## config.mk

```make
export PLATFORM = sky130hd
export DESIGN_NAME = control_direccion_flat
export DESIGN_NICKNAME = d
export VERILOG_FILES = /design/src/rtl/control_direccion_if.sv /design/src/rtl/control_direccion.sv /design/src/flat_wrapper.sv
export SDC_FILE = /design/constraint.sdc
export NUM_CORES = 1
export LEC_CHECK = 0
export CORE_MARGIN = 4
export CORE_UTILIZATION = 47
export CTS_CLUSTER_SIZE = 20
export DETAILED_ROUTE_END_ITERATION = 16
export GPL_ROUTABILITY_DRIVEN = 0
export MAX_ROUTING_LAYER = met4
export PLACE_DENSITY = 0.67
export REMOVE_ABC_BUFFERS = 1
export SLEW_MARGIN = 20
export SYNTH_ARGS = -nofsm -noshare
export SYNTH_HDL_FRONTEND = slang
export SYNTH_SLANG_ARGS = --single-unit
```

## constraint.sdc

```tcl
create_clock -name clk -period 2.3 [get_ports clk]
set_input_delay 0.23 -clock clk [delete_from_list [all_inputs] [get_ports clk]]
set_output_delay 0.23 -clock clk [all_outputs]
set_load 0.05 [all_outputs]
```

## src/rtl/control_direccion_if.sv

```systemverilog
// Button-code and game-control signals exchanged between the input handler,
// the direction controller and the snake-body logic.
interface control_direccion_if;
  logic [2:0] boton_pres;
  logic [2:0] direccion;
  logic       pausado;
  logic       paso;
  logic       evento;

  modport master (
    output boton_pres,
    input  direccion,
    input  pausado,
    input  paso,
    input  evento
  );

  modport slave (
    input  boton_pres,
    output direccion,
    output pausado,
    output paso,
    output evento
  );
endinterface

```

## src/rtl/control_direccion.sv

```systemverilog
// Snake direction controller: debounces button codes into single events, keeps
// the heading with reversal protection, toggles pause and paces moves with paso.
module control_direccion #(
  parameter int HOLD_CYCLES = 16,
  parameter int TICK_DIV    = 1000
) (
  input logic                clk,
  input logic                rst_n,
  control_direccion_if.slave bus
);
  localparam int CW = $clog2(HOLD_CYCLES + 1);
  localparam int TW = $clog2(TICK_DIV);
  localparam logic [CW-1:0] HOLD_V    = CW'(HOLD_CYCLES);
  localparam logic [CW-1:0] ONE_C     = CW'(1);
  localparam logic [TW-1:0] TICK_LAST = TW'(TICK_DIV - 1);
  localparam logic [TW-1:0] ONE_T     = TW'(1);

  typedef enum logic {JUEGO = 1'b0, PAUSA = 1'b1} estado_t;

  function automatic logic [2:0] opuesta(input logic [2:0] d);
    case (d)
      3'd1:    opuesta = 3'd2;
      3'd2:    opuesta = 3'd1;
      3'd3:    opuesta = 3'd4;
      3'd4:    opuesta = 3'd3;
      default: opuesta = 3'd0;
    endcase
  endfunction

  estado_t       r_estado;
  logic [2:0]    r_prev;
  logic [CW-1:0] r_cnt;
  logic [TW-1:0] r_tick;
  logic [2:0]    r_dir;
  logic [2:0]    r_pend;
  logic          r_paso;
  logic          r_evento;

  logic          w_same;
  logic [CW-1:0] w_cnt_next;
  logic          w_accept;
  logic          w_tick;
  logic [2:0]    w_ref;
  logic          w_dir_ok;
  logic          w_pausa_ev;
  logic          w_evento;

  // Stability filter, tick detection and event classification.
  always_comb begin
    w_same     = (bus.boton_pres == r_prev);
    w_dir_ok   = 1'b0;
    w_pausa_ev = 1'b0;
    w_evento   = 1'b0;
    if (w_same) begin
      if (r_cnt == HOLD_V) begin
        w_cnt_next = HOLD_V;
      end else begin
        w_cnt_next = r_cnt + ONE_C;
      end
    end else begin
      w_cnt_next = ONE_C;
    end
    // A saturated run must not re-fire; with HOLD_CYCLES=1 a fresh code fires at once.
    w_accept = (w_cnt_next == HOLD_V) && !(w_same && (r_cnt == HOLD_V));
    w_tick   = (r_estado == JUEGO) && (r_tick == TICK_LAST);
    w_ref    = w_tick ? r_pend : r_dir;
    case (bus.boton_pres)
      3'd1, 3'd2, 3'd3, 3'd4: begin
        w_evento = w_accept;
        w_dir_ok = w_accept && (r_estado == JUEGO) && (bus.boton_pres != opuesta(w_ref));
      end
      3'd5: begin
        w_evento   = w_accept;
        w_pausa_ev = w_accept;
      end
      default: begin
        w_evento   = 1'b0;
        w_pausa_ev = 1'b0;
      end
    endcase
  end

  // Run/pause FSM with filter state, step timer and heading registers.
  always_ff @(posedge clk) begin
    if (!rst_n) begin
      r_estado <= JUEGO;
      r_prev   <= 3'd0;
      r_cnt    <= '0;
      r_tick   <= '0;
      r_dir    <= 3'd4;
      r_pend   <= 3'd4;
      r_paso   <= 1'b0;
      r_evento <= 1'b0;
    end else begin
      r_prev   <= bus.boton_pres;
      r_cnt    <= w_cnt_next;
      r_evento <= w_evento;
      if (w_dir_ok) begin
        r_pend <= bus.boton_pres;
      end
      case (r_estado)
        JUEGO: begin
          if (w_tick) begin
            r_tick <= '0;
            r_dir  <= r_pend;
            r_paso <= 1'b1;
          end else begin
            r_tick <= r_tick + ONE_T;
            r_paso <= 1'b0;
          end
          if (w_pausa_ev) begin
            r_estado <= PAUSA;
          end
        end
        PAUSA: begin
          r_paso <= 1'b0;
          if (w_pausa_ev) begin
            r_estado <= JUEGO;
          end
        end
        default: begin
          r_estado <= JUEGO;
          r_paso   <= 1'b0;
        end
      endcase
    end
  end

  assign bus.direccion = r_dir;
  assign bus.pausado   = (r_estado == PAUSA);
  assign bus.paso      = r_paso;
  assign bus.evento    = r_evento;
endmodule

```

## src/flat_wrapper.sv

```systemverilog
// flat-port wrapper written by rule: the top's interface ports become plain ports
module control_direccion_flat 
#(
  parameter int HOLD_CYCLES = 16,
  parameter int TICK_DIV    = 1000
)
  (clk, rst_n, bus_boton_pres, bus_direccion, bus_pausado, bus_paso, bus_evento);
  control_direccion_if bus_i ();
  input logic clk;
  input logic rst_n;
  input wire logic [$bits(bus_i.boton_pres)-1:0] bus_boton_pres;
  output wire logic [$bits(bus_i.direccion)-1:0] bus_direccion;
  output wire logic [$bits(bus_i.pausado)-1:0] bus_pausado;
  output wire logic [$bits(bus_i.paso)-1:0] bus_paso;
  output wire logic [$bits(bus_i.evento)-1:0] bus_evento;
  assign bus_i.boton_pres = bus_boton_pres;
  assign bus_direccion = bus_i.direccion;
  assign bus_pausado = bus_i.pausado;
  assign bus_paso = bus_i.paso;
  assign bus_evento = bus_i.evento;
  control_direccion #(.HOLD_CYCLES(HOLD_CYCLES), .TICK_DIV(TICK_DIV)) u_core (.clk(clk), .rst_n(rst_n), .bus(bus_i));
endmodule
```

==> impl_metrics.toml, run 1 <==
[cells_and_area]
final_nets = 186
diodes = 0
area_growth_pct = 16.3
drive_above_1_share_pct = 14.1

[drt]
drt-pass1-iter-count = 4
finalWirelength_um = 2720
vias_per_cell = 5.50
drc = 0
vias = 1143
initialDrtViolationCount = 60
routedWlPerCell_um = 13.1
antenna_left = 0

[global_routing]
antenna_found_initial = 0
grt_usage_pct = 14.9
grt_pass1_wl_um = 4750
grt_pass1_vias = 1093
gr-total-overflow = 0
grt_max_degree = 16

[yosys]
synth_cells = 159
ys_async_sr_fraction_pct = 0
yosysMostFrequentCell = "dfxtp_1"
ys_top_cells_by_area = "dfxtp_1 39%, nand2_1 4.9%, xor2_1 4.4%"
synth_area_um2 = 1380
synth_edf_count = 0
synth_area_per_cell_um2 = 8.69
synth_cell_types = 42
ys.warnings.count = 0
netlist.top_cell.by_area = "dfxtp_1"
ys_ff_latch = 27
synth-seq-area-share_pct = 39.1
synth_top_area_share_pct = 39.1
synth-main-ff-cell = "dfxtp_1"
synthTopCellsByCount = "27 x dfxtp_1, 18 x nand2_1, 16 x nor2_1, 8 x inv_1"

[clock_tree]
clk_pin_slew_ns = 0.15
htree_levels = 1
cts_setup_buffers = 0
cts_buffers = 3
clk_path_buf_depth = 2
clkLatencyLatePin_ns = 0.33
cts_tree = "done"
cts-root-buf = "clkbuf_4"
cts_num_sinks = 27

[floorplan]
core_um2 = 2780
dieArea_um2 = 3870
rows = 19
start_util_pct = 49.7
dieWidth_um = 62.2
io_pins = 11
dieHeight_um = 62.2

[critical_path]
start_kind = "flop"
path_class = "reg2reg"
crit_fanout = 7
cp-end-kind = "flop"
crit_required_ns = 2.52
worst_ep_arrival_time_ns = 2.35

[place]
io_buffers = 10
hpwl_um = 2080
pre_cts_slack_ns = 0.103

[timing]
finalSetupViolations = 0
slew_violations = 0
post-route-period-util_pct = 92.6
setup_ws_ns = 0.170
tns_ns = 0
layout_min_cycle_time_ns = 2.13
rsz0062_at_grt = "false"
worst_slew_pin_slew_ns = 0.494
slew_headroom_pct = 66.9
timing.fmax_mhz = 469
clock_skew_ns = 0.00804
finalHoldViolCount = 0

[power]
power_per_cell_area_nw_per_um2 = 477
p_leak_nw = 0.646
ir_drop_v = 0.000398

[job]
drv_cap = 0

[status]
status = "finished clean"

[min_path]
hold_path.class = "reg2reg"
## kinds of logic (layout without fill, tap and decap cells)
logic type | Yosys count | count (layout) | share of synthesized area [%]
flops | 27 | 27 | 39.1
xor+xnor | 13 | 13 | 8.24
buf+inv | 14 | 32 | 4.62
mux | 5 | 5 | 3.80
compound gates | 24 | 24 | 12.2
fa+ha+maj | 3 | 3 | 2.72
simple gates | 73 | 73 | 29.3
## final timing paths
kind | from | end | slack [ns] | depth (start not counted)
worst max-delay path | u_core.r_tick[0] | u_core.r_pend[2] | 0.17 | 7
worst min-delay path | u_core.r_tick[1] | u_core.r_tick[1] | 0.49 | 2
worst max register to register | u_core.r_tick[0] | u_core.r_pend[2] | 0.17 | 7
worst min register to register | u_core.r_tick[1] | u_core.r_tick[1] | 0.49 | 2
## power by group
group / total, W / switching, W / internal, W
sequential: 0.000484 / 0.00000617 / 0.000478
combinational: 0.0000781 / 0.0000402 / 0.0000379
clock: 0.000204 / 0.000139 / 0.0000652
## critical path: stages, from the launching register on
cell      delay [ns]
dfxtp_2         0.38
ha_1            0.20
nor4bb_4        0.30
nand3b_1        0.25
or4_4           0.57
nand4_2         0.13
o21a_1          0.13
o21ai_0         0.07
## sequential cells by signal, summed over array words and instances (netlist names)
register / flops
u_core.r_tick: 10
u_core.r_cnt: 5
u_core.bus.direccion: 3
u_core.r_pend: 3
u_core.r_prev: 3
u_core.bus.evento: 1
u_core.bus.paso: 1
u_core.bus.pausado: 1
## cells in the final DEF, fill, tap and decap left out, types with 2 or more instances in the layout
master,Yosys,final
a21oi_1,7,7
and3_1,3,3
buf_4,0,9
clkbuf_4,0,3
clkdlybuf4s50_1,0,10
dfxtp_1,27,25
dfxtp_2,0,2
ha_1,3,3
inv_1,8,8
mux2_2,2,2
mux2i_1,3,3
nand2_1,18,18
nand3_1,5,5
nand3b_1,4,4
nand4_1,2,2
nand4b_1,3,3
nor2_1,16,16
nor2b_1,6,6
nor3b_1,3,3
o21ai_0,7,7
or2_2,2,2
or3_1,3,3
xnor2_1,6,6
xor2_1,7,7
## final cells by class
type / count / area, um^2
clock inverters: 1 / 5.00
inverters: 9 / 33.8
fillers: 253 / 1170
clock buffers: 3 / 22.5
flip-flops and latches: 27 / 543
repair buffers: 19 / 168
multi-input cells: 118 / 796
well taps: 31 / 38.8
## metal layers
metal  wire, um  track usage [%]  part of all wire, %  vias up
met5          0                -                    0        -
met4         50             5.15                  1.8        0
met3         69             3.06                  2.5        4
met2       1310             24.4                   48       14
met1       1290             18.0                   47      536
li1           -                -                    -      589
## stage by stage
stage               hold WS, ns  instance area, um^2  utilization (%)  std cells  power, W
finish                    0.488                 1610             57.8        208  0.000766
global route              0.520                 1610             57.8        208  0.000805
CTS                       0.503                 1590             57.0        208  0.000773
detailed placement        0.483                 1560             56.0        204  0.000571
global placement          0.467                 1560             56.0        204  0.000568
floorplan                 0.319                 1350                -        154  0.000537
## timing repair
item                       CTS  global route
hold buffers                 0             0
resized for setup            0             5
setup endpoints to repair    0             3
(Power assumes the default switching activity.)
==> run 2, diff against run 1 <==
--- a/config.mk
+++ b/config.mk
@@ -5,6 +5,7 @@
 export SDC_FILE = /design/constraint.sdc
 export NUM_CORES = 1
 export LEC_CHECK = 0
+export CAP_MARGIN = 0
 export CORE_MARGIN = 4
 export CORE_UTILIZATION = 47
 export CTS_CLUSTER_SIZE = 20
==> results of run 2 <==
Final layout, timing and power as in run 1 (identical DEF).
